[config.mk]
export PLATFORM = sky130hd
export DESIGN_NAME = voice_allocator_flat
export DESIGN_NICKNAME = d
export VERILOG_FILES = /design/src/rtl/voice_allocator_if.sv /design/src/rtl/voice_allocator.sv /design/src/flat_wrapper.sv
export SDC_FILE = /design/constraint.sdc
export NUM_CORES = 1
export LEC_CHECK = 0
export ABC_AREA = 1
export CELL_PAD_IN_SITES_DETAIL_PLACEMENT = 0
export CELL_PAD_IN_SITES_GLOBAL_PLACEMENT = 1
export CORE_AREA = 8 8 121 123
export CTS_CLUSTER_DIAMETER = 120
export DETAILED_ROUTE_END_ITERATION = 8
export DIE_AREA = 0 0 129 131
export HOLD_SLACK_MARGIN = 0.05
export PLACE_DENSITY = 0.83
export SYNTH_ARGS = -nofsm -noshare
export SYNTH_HDL_FRONTEND = slang
export SYNTH_SLANG_ARGS = --single-unit
[constraint.sdc]
create_clock -name clk -period 3.3 [get_ports clk]
set_input_delay 0.825 -clock clk [delete_from_list [all_inputs] [get_ports clk]]
set_output_delay 0.825 -clock clk [all_outputs]
set_load 0.02 [all_outputs]
[src/rtl/voice_allocator_if.sv]
// Event handshake between the MIDI event source and the voice allocator.
interface voice_allocator_if;
  logic        ev_valid;
  logic        ev_ready;
  logic [15:0] ev_data;

  modport master (output ev_valid, output ev_data, input ev_ready);
  modport slave  (input ev_valid, input ev_data, output ev_ready);
endinterface

[src/rtl/voice_allocator.sv]
// Polyphony manager: assigns note-on events to voices, stealing the oldest
// active voice when none is free, and releases voices on note-off.
//
// state  | meaning
// IDLE   | ev_ready high, waiting for an event
// SCAN   | one voice examined per cycle, candidates accumulated
// COMMIT | chosen voice updated, pulses registered for the next cycle
module voice_allocator #(
  parameter int NUM_VOICES = 4,
  parameter int AGE_W      = 8
) (
  input  logic                    clk,
  input  logic                    reset_n,
  voice_allocator_if.slave        ev,
  output logic [NUM_VOICES-1:0]   voice_active,
  output logic [7*NUM_VOICES-1:0] voice_note,
  output logic [NUM_VOICES-1:0]   voice_start,
  output logic                    steal,
  output logic                    drop
);

  localparam int IDX_W = $clog2(NUM_VOICES);
  localparam logic [IDX_W-1:0] LAST_IDX = IDX_W'(NUM_VOICES - 1);
  localparam logic [AGE_W-1:0] AGE_MAX  = {AGE_W{1'b1}};

  typedef enum logic [1:0] {IDLE, SCAN, COMMIT} state_t;

  state_t            state_q, state_d;
  logic [IDX_W-1:0]  idx_q;
  logic              ev_on_q;
  logic [6:0]        ev_note_q;

  logic              match_vld_q, free_vld_q, old_vld_q;
  logic [IDX_W-1:0]  match_idx_q, free_idx_q, old_idx_q;
  logic [AGE_W-1:0]  old_age_q;

  logic [NUM_VOICES-1:0] active_q;
  logic [6:0]            note_q [NUM_VOICES];
  logic [AGE_W-1:0]      age_q  [NUM_VOICES];

  logic              tgt_vld, is_steal, is_drop;
  logic [IDX_W-1:0]  tgt_idx;

  logic unused_ev_bits;
  assign unused_ev_bits = ^ev.ev_data[7:0];

  // State register.
  always_ff @(posedge clk or negedge reset_n) begin
    if (!reset_n) state_q <= IDLE;
    else          state_q <= state_d;
  end

  // Next-state logic; ev_valid is only looked at in IDLE.
  always_comb begin
    state_d = state_q;
    case (state_q)
      IDLE:    if (ev.ev_valid) state_d = SCAN;
      SCAN:    if (idx_q == LAST_IDX) state_d = COMMIT;
      COMMIT:  state_d = IDLE;
      default: state_d = IDLE;
    endcase
  end

  // Output/commit decode: ready in IDLE, target selection by priority in COMMIT.
  always_comb begin
    ev.ev_ready = (state_q == IDLE);
    tgt_vld     = 1'b0;
    tgt_idx     = '0;
    is_steal    = 1'b0;
    is_drop     = 1'b0;
    if (state_q == COMMIT) begin
      if (ev_on_q) begin
        tgt_vld = 1'b1;
        if (match_vld_q)     tgt_idx = match_idx_q;
        else if (free_vld_q) tgt_idx = free_idx_q;
        else begin
          tgt_idx  = old_idx_q;
          is_steal = 1'b1;
        end
      end else if (match_vld_q) begin
        tgt_vld = 1'b1;
        tgt_idx = match_idx_q;
      end else begin
        is_drop = 1'b1;
      end
    end
  end

  // Event latch and candidate accumulation; strict '>' keeps lowest index on age ties.
  always_ff @(posedge clk or negedge reset_n) begin
    if (!reset_n) begin
      idx_q       <= '0;
      ev_on_q     <= 1'b0;
      ev_note_q   <= '0;
      match_vld_q <= 1'b0;
      free_vld_q  <= 1'b0;
      old_vld_q   <= 1'b0;
      match_idx_q <= '0;
      free_idx_q  <= '0;
      old_idx_q   <= '0;
      old_age_q   <= '0;
    end else if (state_q == IDLE) begin
      if (ev.ev_valid) begin
        ev_on_q     <= ev.ev_data[15];
        ev_note_q   <= ev.ev_data[14:8];
        idx_q       <= '0;
        match_vld_q <= 1'b0;
        free_vld_q  <= 1'b0;
        old_vld_q   <= 1'b0;
      end
    end else if (state_q == SCAN) begin
      idx_q <= idx_q + 1'b1;
      if (active_q[idx_q] && note_q[idx_q] == ev_note_q && !match_vld_q) begin
        match_vld_q <= 1'b1;
        match_idx_q <= idx_q;
      end
      if (!active_q[idx_q] && !free_vld_q) begin
        free_vld_q <= 1'b1;
        free_idx_q <= idx_q;
      end
      if (active_q[idx_q] && (!old_vld_q || age_q[idx_q] > old_age_q)) begin
        old_vld_q <= 1'b1;
        old_idx_q <= idx_q;
        old_age_q <= age_q[idx_q];
      end
    end
  end

  // Per-voice state update at the commit edge.
  always_ff @(posedge clk or negedge reset_n) begin
    if (!reset_n) begin
      active_q <= '0;
      for (int v = 0; v < NUM_VOICES; v++) begin
        note_q[v] <= '0;
        age_q[v]  <= '0;
      end
    end else if (state_q == COMMIT) begin
      for (int v = 0; v < NUM_VOICES; v++) begin
        if (ev_on_q) begin
          if (tgt_vld && tgt_idx == IDX_W'(v)) begin
            active_q[v] <= 1'b1;
            note_q[v]   <= ev_note_q;
            age_q[v]    <= '0;
          end else if (active_q[v] && age_q[v] != AGE_MAX) begin
            age_q[v] <= age_q[v] + AGE_W'(1);
          end
        end else if (tgt_vld && tgt_idx == IDX_W'(v)) begin
          active_q[v] <= 1'b0;
        end
      end
    end
  end

  // One-cycle pulses following the commit edge.
  always_ff @(posedge clk or negedge reset_n) begin
    if (!reset_n) begin
      voice_start <= '0;
      steal       <= 1'b0;
      drop        <= 1'b0;
    end else begin
      voice_start <= '0;
      steal       <= is_steal;
      drop        <= is_drop;
      if (tgt_vld && ev_on_q) voice_start[tgt_idx] <= 1'b1;
    end
  end

  // Flatten note registers onto the output bus.
  always_comb begin
    voice_active = active_q;
    voice_note   = '0;
    for (int v = 0; v < NUM_VOICES; v++) voice_note[7*v +: 7] = note_q[v];
  end

endmodule

[src/flat_wrapper.sv]
// flat-port wrapper written by rule: the top's interface ports become plain ports
module voice_allocator_flat 
#(
  parameter int NUM_VOICES = 4,
  parameter int AGE_W      = 8
)
  (clk, reset_n, voice_active, voice_note, voice_start, steal, drop, ev_ev_valid, ev_ev_data, ev_ev_ready);
  voice_allocator_if ev_i ();
  input  logic clk;
  input  logic reset_n;
  output logic [NUM_VOICES-1:0] voice_active;
  output logic [7*NUM_VOICES-1:0] voice_note;
  output logic [NUM_VOICES-1:0] voice_start;
  output logic steal;
  output logic drop;
  input wire logic [$bits(ev_i.ev_valid)-1:0] ev_ev_valid;
  input wire logic [$bits(ev_i.ev_data)-1:0] ev_ev_data;
  output wire logic [$bits(ev_i.ev_ready)-1:0] ev_ev_ready;
  assign ev_i.ev_valid = ev_ev_valid;
  assign ev_i.ev_data = ev_ev_data;
  assign ev_ev_ready = ev_i.ev_ready;
  voice_allocator #(.NUM_VOICES(NUM_VOICES), .AGE_W(AGE_W)) u_core (.clk(clk), .reset_n(reset_n), .ev(ev_i), .voice_active(voice_active), .voice_note(voice_note), .voice_start(voice_start), .steal(steal), .drop(drop));
endmodule
==> impl_results.md <==
- Startpoint class of the critical path: flop
- Top cells by count, synth: nand2_1, dfrtp_1, nand3_1
- Routed Antenna Nets: 0
- Top-count cell post-synth: nand2_1
- Clock skew: around 0.0055 ns
- Antenna Cells: 0
- Die height: approximately 130 microns
- Crit Reg-Reg Startpoint: u_core.idx_q[0]$_DFFE_PN0P_
- FF-to-FF path depth: 14
- CP max-delay cell: dfrtp_1
- Crit path time final: ~3.1 ns
- DR WL met3: about 640 microns
- Highest cell delay on the worst timing path: roughly 0.40 ns
- Worst EP required: 3.54 ns
- Final-layout fill cell count: approximately 1,200
- Synth Net Count: 686
- Pre-CTS WS: between 0.2 and 0.25 ns
- Final GP Congestion: approximately 0.8
- Met1 wire length: a little under 6 mm
- Power Density: ~760 mW/mm^2
- Placed Cells: approximately 860
- Routed len/inst: around 15 microns
- Share of cells above drive strength 1: 7.813%
- LEAKAGE: 2.940 nW
- CTS tree: built
- Via/cell ratio: roughly 5.0
- H-tree depth: 3
- Port bufs: slightly below 50
- Setup Total Neg Slack: 0 ns
- First-pass GRT wire length: between 20 and 25 mm
- Setup Viol. Count Final: 0
- Top cells by area, synth: dfrtp_1, nand2_1, nand3_1
- Starting Density: between 40% and 50%
- Core Footprint: 0.01287 sq mm
- R2R setup slack: 0.25 ns
- Top Ports: a little under 60
- Drt pass-1 iters: 5
- Final worst slack: roughly 0.25 ns
- Syn. warnings: 0
- Routed wire length on met2: around 6.2 mm
- Max rail drop VDD: between 500 and 600 uV
- Worst setup path class: reg -> reg
- TritonCTS buffer count: 9
- Flops & latches, synth: 99
- Gr ovfl total: 0
- Min Hold Slack: roughly 0.42 ns
- Initial antenna violation count: 0
- Slew @ Worst Pin: 0.8826 ns
- CP arrival: between 3 and 4 ns
- Number of synthesized flops with an enable pin: 0
- Area occupied by multi-input gates: 0.002395 sq mm
- Ratio of final minimum period to clock period: 92.47%
- Max-cap violations: 0
- Number of global-route vias before repair: about 4,400
- Slew Viols, Final: 0
- Clock-pin slew on the worst setup and hold paths: ~0.07 ns
- Reg2reg end: u_core.old_age_q[1]$_DFFE_PN0P_
- Slew margin rel.: around 41%
- Post-CTS Setup Bufs: 0
- CP endpoint: u_core.old_age_q[1]$_DFFE_PN0P_
- Synth Instances: 654
- Die W: 129 microns
- Die area: 0.01690 sq mm
- Post-DP HPWL: 9.348 mm
- Worst setup EP type: flop
- Area Overhead vs Synth: 17.40%
- Mapped Area: approximately 0.0052 sq mm
- Tot GR Track Use: between 15 and 20%
- Most used cell along the critical path: nand2_1
- Final Non-Filler Cells: a little under 900
- CP startpoint: u_core.idx_q[0]$_DFFE_PN0P_
- Clock Path Buffers: 2
- Worst skew pair latency: 0.35 ns
- Row cnt: between 40 and 50
- CTS Root Cell: clkbuf_16
- Post-synthesis sequential area ratio: around 47%
- Post-synth top area share: a little under half
- DR iter-0 viols: roughly 220
- Drt total wl: about 13 mm
- DR vias: between 4,000 and 5,000
- Leading area contributor after synthesis: dfrtp_1
- Largest net degree at the start of global routing: 46
- Fin nets: about 730
- Crit-path cells: clkinvlp_4, buf_4, a21oi_1, a21oi_1, ha_1, nand2_1, nor2_1, nand2_1, nand2_1, nand2_1, nand2_1, nand2_1, nand2_1, nand2_1
- Residual DRC: 0
- Async set or reset register ratio after synthesis: 100.0%
- DR top layer: met4
- Syn Area/Cell: around 8.0 sq um
- Reg area: ~0.0025 sq mm
- Final Hold Vio Count: 0
- Worst hold path type: in -> async
- Status: complete, no violations
- Worst Path Max Fanout: 20
- Fmax: approximately 330 MHz
- Ys flop type: dfrtp_1
- Yosys cell types: 36
- CTS sink cnt: slightly below 100
==> flip-flops by register name (all words and copies together) (netlist names) <==
name and flops:
u_core.age_q 32, u_core.voice_note 28, u_core.old_age_q 8, u_core.ev_note_q 7
u_core.voice_active 4, u_core.voice_start 4, u_core.free_idx_q 2, u_core.idx_q 2
u_core.match_idx_q 2, u_core.old_idx_q 2, u_core.state_q 2, u_core.drop 1
u_core.ev_on_q 1, u_core.free_vld_q 1, u_core.match_vld_q 1, u_core.old_vld_q 1
u_core.steal 1
==> report_power, final <==
| group | switching, W | leakage (nW) | internal [W] |
|---|---|---|---|
| registers | 0.000211 | 1.31 | 0.00148 |
| clock network | 0.000469 | 0.128 | 0.000511 |
| logic | 0.00131 | 1.50 | 0.000702 |
==> critical path: cells and delay by family, from the launching register on <==
family	cells	cell delay, ns
buf+inv	2	0.61
compound gates	2	0.31
simple gates	9	1.27
fa+ha+maj	1	0.32
flops	1	0.40
==> through the flow <==
step	total power (W)	util (%)	area, sq um
after detailed placement	0.003719	45.66	5878
after global placement	0.003664	45.66	5878
after floorplan	0.003023	-	5241
final	0.004680	47.79	6153
after CTS	0.004718	47.76	6150
after global routing	0.005032	47.79	6153
==> repair_timing <==
action	CTS	global route
hold buffers	0	0
setup endpoints to repair	0	10
gates resized for setup	0	1
==> cell usage in the layout, fill, tap and decap left out, types with 3 or more instances in the layout <==
master / count
a21oi_1: 26
buf_4: 7
clkbuf_16: 9
clkdlybuf4s50_1: 48
clkinvlp_4: 3
dfrtp_1: 99
ha_1: 13
inv_1: 58
nand2_1: 198
nand2_2: 5
nand2_4: 7
nand3_1: 67
nand3_2: 3
nor2_1: 30
nor2_4: 3
nor3_1: 9
o21ai_0: 48
o21ai_1: 18
o21ai_2: 9
xor2_1: 18
==> layout make-up <==
type                            instances  area share [%]
Clock buffer                           10           3.721
Clock inverter                          6          0.6913
Inverter                               62           3.843
Multi-Input combinational cell        471           38.92
Sequential cell                        99           40.26
Tap cell                              176           3.579
Timing Repair Buffer                   56           8.987
==> per-layer routing <==
layer,global-route usage [%],vias to the layer above
li1,-,2209
met1,20.39,2100
met2,27.77,85
met3,4.586,20
met4,7.118,0
met5,0,-
==> how the worst min path moves through the flow <==
stage / startpoint / endpoint / slack, ns
after floorplan: u_core.old_age_q[1]$_DFFE_PN0P_ / u_core.old_age_q[1]$_DFFE_PN0P_ / 0.44
after global placement: u_core.old_age_q[1]$_DFFE_PN0P_ / u_core.old_age_q[1]$_DFFE_PN0P_ / 0.45
final: reset_n / u_core.age_q[27]$_DFFE_PN0P_ / 0.42
after detailed placement: u_core.old_age_q[0]$_DFFE_PN0P_ / u_core.old_age_q[0]$_DFFE_PN0P_ / 0.46
after CTS: reset_n / u_core.age_q[27]$_DFFE_PN0P_ / 0.43
after global routing: reset_n / u_core.age_q[29]$_DFFE_PN0P_ / 0.45
==> cell families after synthesis <==
logic type,share of synthesized area (%)
adder cells (fa/ha/maj),3.103
AND/OR/NAND/NOR,27.93
AO/OA/AOI/OAI,11.32
buffers and inverters,7.042
flip-flops,47.27
XOR/XNOR,3.342
Power figures use the tool's default switching activity.
==> variant 1: new RTL, same flow settings <==
`NUM_VOICES` is set to 4 in 2 places; all go to 2.
--- a/src/rtl/voice_allocator.sv
+++ b/src/rtl/voice_allocator.sv
@@ -7,5 +7,5 @@
 // COMMIT | chosen voice updated, pulses registered for the next cycle
 module voice_allocator #(
-  parameter int NUM_VOICES = 4,
+  parameter int NUM_VOICES = 2,
   parameter int AGE_W      = 8
 ) (
--- a/src/flat_wrapper.sv
+++ b/src/flat_wrapper.sv
@@ -2,5 +2,5 @@
 module voice_allocator_flat 
 #(
-  parameter int NUM_VOICES = 4,
+  parameter int NUM_VOICES = 2,
   parameter int AGE_W      = 8
 )
Ports: changed (resized voice_active, voice_note and voice_start); port bits go from 58 to 40. No check against the original RTL was run, so the function may have changed too.
==> variant 1 against the original RTL <==
Core utilization fell by 16 points. Sequential share of layout area fell by 3.2 points. Cell area fell by 33%. Sequential cell count shrank 38. Total power down 26%. Wire length down 42%. Area after synthesis down 38%. Critical endpoint is now ev_ev_ready. Worst setup slack better by 0.71 ns.
==> variant 1: results (changes against the original RTL) <==
| Metric | Value |
|---|---|
| Outcome | finished, final reports clean |
| Post-CTS setup repair buffer count | 0 (unchanged) |
| Mapped Nets | 433 (-37%) |
| R2r startpoint | u_core.idx_q$_DFFE_PN0P_ |
| Met2 global-route usage | 16.0% (-12 points) |
| Post-cts sizing count | 0 (unchanged) |
| Port bufs | 31 (-37%) |
| Clk. pwr | 1.11 mW (+13%) |
| Final hold violations | 0 (unchanged) |
| Routed via count | 2,679 (-39%) |
| Pleak | 2.04 nW (-30%) |
| Initial antenna violation count | 0 (unchanged) |
| Dominant synthesized flop cell | dfrtp_1 |
| Switching share of power | 37.4% (-5.1 points) |
| Largest net degree at the start of global routing | 29 (-37%) |
| Ys async rst share | 100% (unchanged) |
| First-pass GRT wire length | 13,000 um (-41%) |
| DR pass1 iterations | 5 (unchanged) |
| CP top delay family | buffers and inverters |
| Hpwl dp | 5340 um (-43%) |
| Final Wtd Congestion | 0.799 (-1.8%) |
| Max reg flops | 16 (-50%) |
| Final setup skew | 0.00707 ns (+0.00157 ns) |
| WP buf/inv | 1 (-1) |
| Antenna-violating nets left | 0 (unchanged) |
| PwrDens | 841 nW/um^2 (+11%) |
| Worst-Skew Late Latency | 0.33 ns (-0.02 ns) |
| Met2 WL | 3630 um (-41%) |
| CTS root buffer | clkbuf_16 |
| Worst Path Arrival | 1.52 ns (-1.77 ns) |
| Inserted Diodes | 0 (unchanged) |
| Commonest cells post-synth | 151 x nand2_1, 61 x dfrtp_1, 43 x inv_1 |
| Worst path slowest cell | clkdlybuf4s50_1 |
| Combinational fraction of design power | 36.9% (-6.1 points) |
| Share of layout cells above drive strength 1 | 10.7% (+2.9 points) |
| Drt initial violations | 96 (-56%) |
| Net count, final | 471 (-36%) |
| Total Wirelength | 7540 um (-42%) |
| Routed length on met1 | 3600 um (-39%) |
| CP max stage delay | 0.64 ns (+0.24 ns) |
| CP Launch Point | u_core.state_q[1]$_DFFE_PN0P_ |
| Fillers | 1,349 (+9.9%) |
| Slew margin rel. | 65.7% (+25 points) |
| Grt met3 use | 2.27% (-2.3 points) |
| Post-synthesis sequential area ratio | 46.8% (-0.49 points) |
| Met3 wire len | 222 um (-65%) |
| GR Layer Usage met1 | 11.9% (-8.5 points) |
| Largest Register | u_core.age_q |
| Library cells used by synthesis | 35 (-2.8%) |
| CP max FO | 3 (-85%) |
| Top Layer Used | met4 |
| GR Util All Layers | 9.67% (-7.2 points) |
| Maximum vdd drop | 469 uV (-17%) |
| Area contributors post-synth | dfrtp_1 47%, nand2_1 17%, inv_1 4.9% |
-- variant 1: per-stage QoR --
stage | worst slack (ns) | util [%] | cell area, um^2 | std cells
global route | 0.750 | 32.0 | 4120 | 623
floorplan | 1.24 | - | 3260 | 404
global placement | 1.02 | 29.2 | 3760 | 607
finish | 0.959 | 32.0 | 4120 | 623
detailed placement | 0.983 | 29.2 | 3760 | 607
CTS | 0.938 | 32.0 | 4120 | 623
-- variant 1: worst paths after layout --
| kind | slack [ns] | to | cells after the start |
|---|---|---|---|
| hold / removal | 0.38 | u_core.voice_note[6]$_DFFE_PN0P_ | 1 |
| hold reg to reg | 0.45 | u_core.drop$_DFF_PN0_ | 1 |
| max in group asynchronous | 2.23 | u_core.old_age_q[0]$_DFFE_PN0P_ | 2 |
| setup / recovery | 0.96 | ev_ev_ready | 2 |
| min in group clk | 0.45 | u_core.drop$_DFF_PN0_ | 1 |
| setup reg to reg | 0.97 | u_core.old_age_q[2]$_DFFE_PN0P_ | 12 |
-- variant 1: worst register-to-register path, stage by stage (launching register included) --
cell and delay, ns:
dfrtp_1 0.36, buf_4 0.28, o21ai_0 0.21, ha_1 0.32, nand2_1 0.06, nor2_1 0.14, nand2_1 0.07, nand2_1 0.05
nand2_1 0.04, nand2_1 0.28, nand2_2 0.23, nand2_1 0.12, nand2_1 0.05
-- variant 1: layout make-up --
cell class,instances,area (um^2),share of cell area [%]
inverter,50,193,4.68
timing repair buffer,35,335,8.14
tap,176,220,5.35
multi-input combinational,285,1490,36.1
clock buffer,11,253,6.14
sequential,61,1530,37.1
clock inverter,5,106,2.58
-- variant 1: cell families after synthesis --
group | Yosys count | synth area share (%)
fa+ha+maj | 10 | 3.83
xor+xnor | 15 | 4.03
flops | 61 | 46.8
compound gates | 44 | 8.28
simple gates | 216 | 29.4
buf+inv | 58 | 7.71
==> variant 2: new RTL, same flow settings <==
Without the edit above. Reset style: synchronous (`reset_n`), changed in 4 clocked blocks.
--- a/src/rtl/voice_allocator.sv
+++ b/src/rtl/voice_allocator.sv
@@ -46,5 +46,5 @@
 
   // State register.
-  always_ff @(posedge clk or negedge reset_n) begin
+  always_ff @(posedge clk) begin
     if (!reset_n) state_q <= IDLE;
     else          state_q <= state_d;
@@ -88,5 +88,5 @@
 
   // Event latch and candidate accumulation; strict '>' keeps lowest index on age ties.
-  always_ff @(posedge clk or negedge reset_n) begin
+  always_ff @(posedge clk) begin
     if (!reset_n) begin
       idx_q       <= '0;
@@ -128,5 +128,5 @@
 
   // Per-voice state update at the commit edge.
-  always_ff @(posedge clk or negedge reset_n) begin
+  always_ff @(posedge clk) begin
     if (!reset_n) begin
       active_q <= '0;
@@ -153,5 +153,5 @@
 
   // One-cycle pulses following the commit edge.
-  always_ff @(posedge clk or negedge reset_n) begin
+  always_ff @(posedge clk) begin
     if (!reset_n) begin
       voice_start <= '0;
Function: differs if reset_n is asserted again (counterexample within 4 cycles, from zero or initial values and one cycle with reset_n low); with reset_n held inactive, the same outputs for 10 cycles.
==> variant 2 against the original RTL <==
Worst hold slack improved by 0.057 ns. Cell area down 2.0%. Area after synthesis decreased by 3.5%. Worst setup slack improved by 0.47 ns. Sequential cell count rose by 2. Count of clock-buffer cells in the layout fell by 1. First-iteration DRC count up 71%. Via count shrank 8.2%. Clock skew is 0.0035 ns higher. Wire length decreased by 6.8%. Highest routed layer unchanged.
Power is not compared: it rests on default switching activity, and its combinational part moved more than twofold at a synthesized area within 25%.
==> variant 2: results (changes against the original RTL) <==
| Metric | Value |
|---|---|
| Worst setup endpoint | u_core.old_age_q[1]$_SDFFE_PN0P_ |
| Post-CTS setup repair buffer count | 0 (unchanged) |
| Type of origin of the critical path | flop |
| Worst hold path type | reg2reg |
| Worst reg-to-reg setup slack | 0.71 ns (+0.47 ns) |
| CP max FO | 19 (-5.0%) |
| GR Util All Layers | 15.1% (-1.8 points) |
| CP max stage delay | 0.35 ns (-0.05 ns) |
| Final Wtd Congestion | 0.847 (+4.2%) |
| Hold path endpoint | u_core.drop$_SDFF_PP0_ |
| Post-Synth XOR/XNOR Area | 3.46% (+0.12 points) |
| Ys async rst share | 0% (-100 points) |
| Vias per std cell | 4.94 (-1.6%) |
| Hold depth | 1 |
| CP top delay family | simple AND/OR/NAND/NOR gates |
| Mapped Nets | 620 (-9.6%) |
| Finished Layout Cells | 821 (-6.7%) |
| Inst Count DP | 805 (-6.8%) |
| Largest net degree at the start of global routing | 34 (-26%) |
| Worst Max-Slew Pin Slew | 0.455 ns (-0.428 ns) |
| Area contributors post-synth | edfxtp_1 36%, dfxtp_1 16%, nand2_1 9.2% |
| Fraction of synthesized area in multiplexers | 0% (unchanged) |
| Hpwl dp | 8910 um (-4.7%) |
| Worst-Skew Late Latency | 0.35 ns (about the same) |
| Net count, final | 672 (-8.1%) |
| Number of synthesized flops with an enable pin | 60 (+60) |
| Worst reg-to-reg path cell count | 17 (+3) |
| Post-synthesis sequential area ratio | 51.8% (+4.6 points) |
| Vias in the first global route | 4,031 (-8.3%) |
| Synth Area in Adders | 3.21% (+0.11 points) |
| Worst path slowest cell | inv_1 |
| Synthesized instance count | 588 (-10%) |
| Compound-Gate Fraction of Synth Area | 7.12% (-4.2 points) |
| Post-route minimum period | 2.59 ns (-0.466 ns) |
| Pre-CTS WS | 0.507 ns (+0.269 ns) |
| Maximum vdd drop | 325 uV |
| Dominant synthesized flop cell | edfxtp_1 |
| Hold Startpoint | u_core.ev_on_q$_SDFFE_PN0P_ |
| Area grow syn2layout | 19.2% |
| Fillers | 1,250 (+1.9%) |
| Final setup skew | 0.00898 ns (+0.00347 ns) |
| Library cells used by synthesis | 39 (+8.3%) |
| Commonest cells post-synth | 124 x nand2_1, 111 x nor2_1, 60 x edfxtp_1 |
| Total Wirelength | 12,200 um (-6.8%) |
| Placed cell area | 5740 um^2 (-2.3%) |
| CTS Buf Count | 9 (unchanged) |
| Total power | 2.76 mW |
| Hold slack | 0.475 ns (+0.0573 ns) |
| First-pass GRT wire length | 19,900 um (-9.9%) |
| Drt initial violations | 372 (+71%) |
| H-tree depth | 3 (unchanged) |
| Share of layout cells above drive strength 1 | 8.37% (+0.56 points) |
| Max Cap Violations | 0 (unchanged) |
| Worst Path Arrival | 2.83 ns (-0.46 ns) |
| Outcome | finished, final reports clean |
-- variant 2: cell types whose count changed after synthesis, moves of 19 or more --
cell      delta
nand2_1     -74
nand3_1     -19
dfxtp_1     +41
nor2_1      +81
dfrtp_1     -99
edfxtp_1    +60
o21ai_0     -24
-- variant 2: cell type report --
| type | count | area share [%] |
|---|---|---|
| clock buffer | 9 | 3.73 |
| multi-input combinational | 408 | 35.0 |
| inverter | 63 | 3.92 |
| sequential | 101 | 43.5 |
| tap | 176 | 3.65 |
| clock inverter | 7 | 1.10 |
| timing repair buffer | 57 | 9.12 |
-- variant 2: layer usage --
metal	wire, um	part of all wire (%)	up-vias	track usage (%)
met5	0	0	-	0
met4	213	1.7	0	4.91
met3	638	5.2	21	2.84
met2	6120	50	85	26.2
met1	5220	43	1919	18.4
li1	-	-	2027	-
-- variant 2: where the power goes --
part,switching [mW],internal [mW]
sequential,0.0362,1.37
clock,0.514,0.532
combinational,0.198,0.110
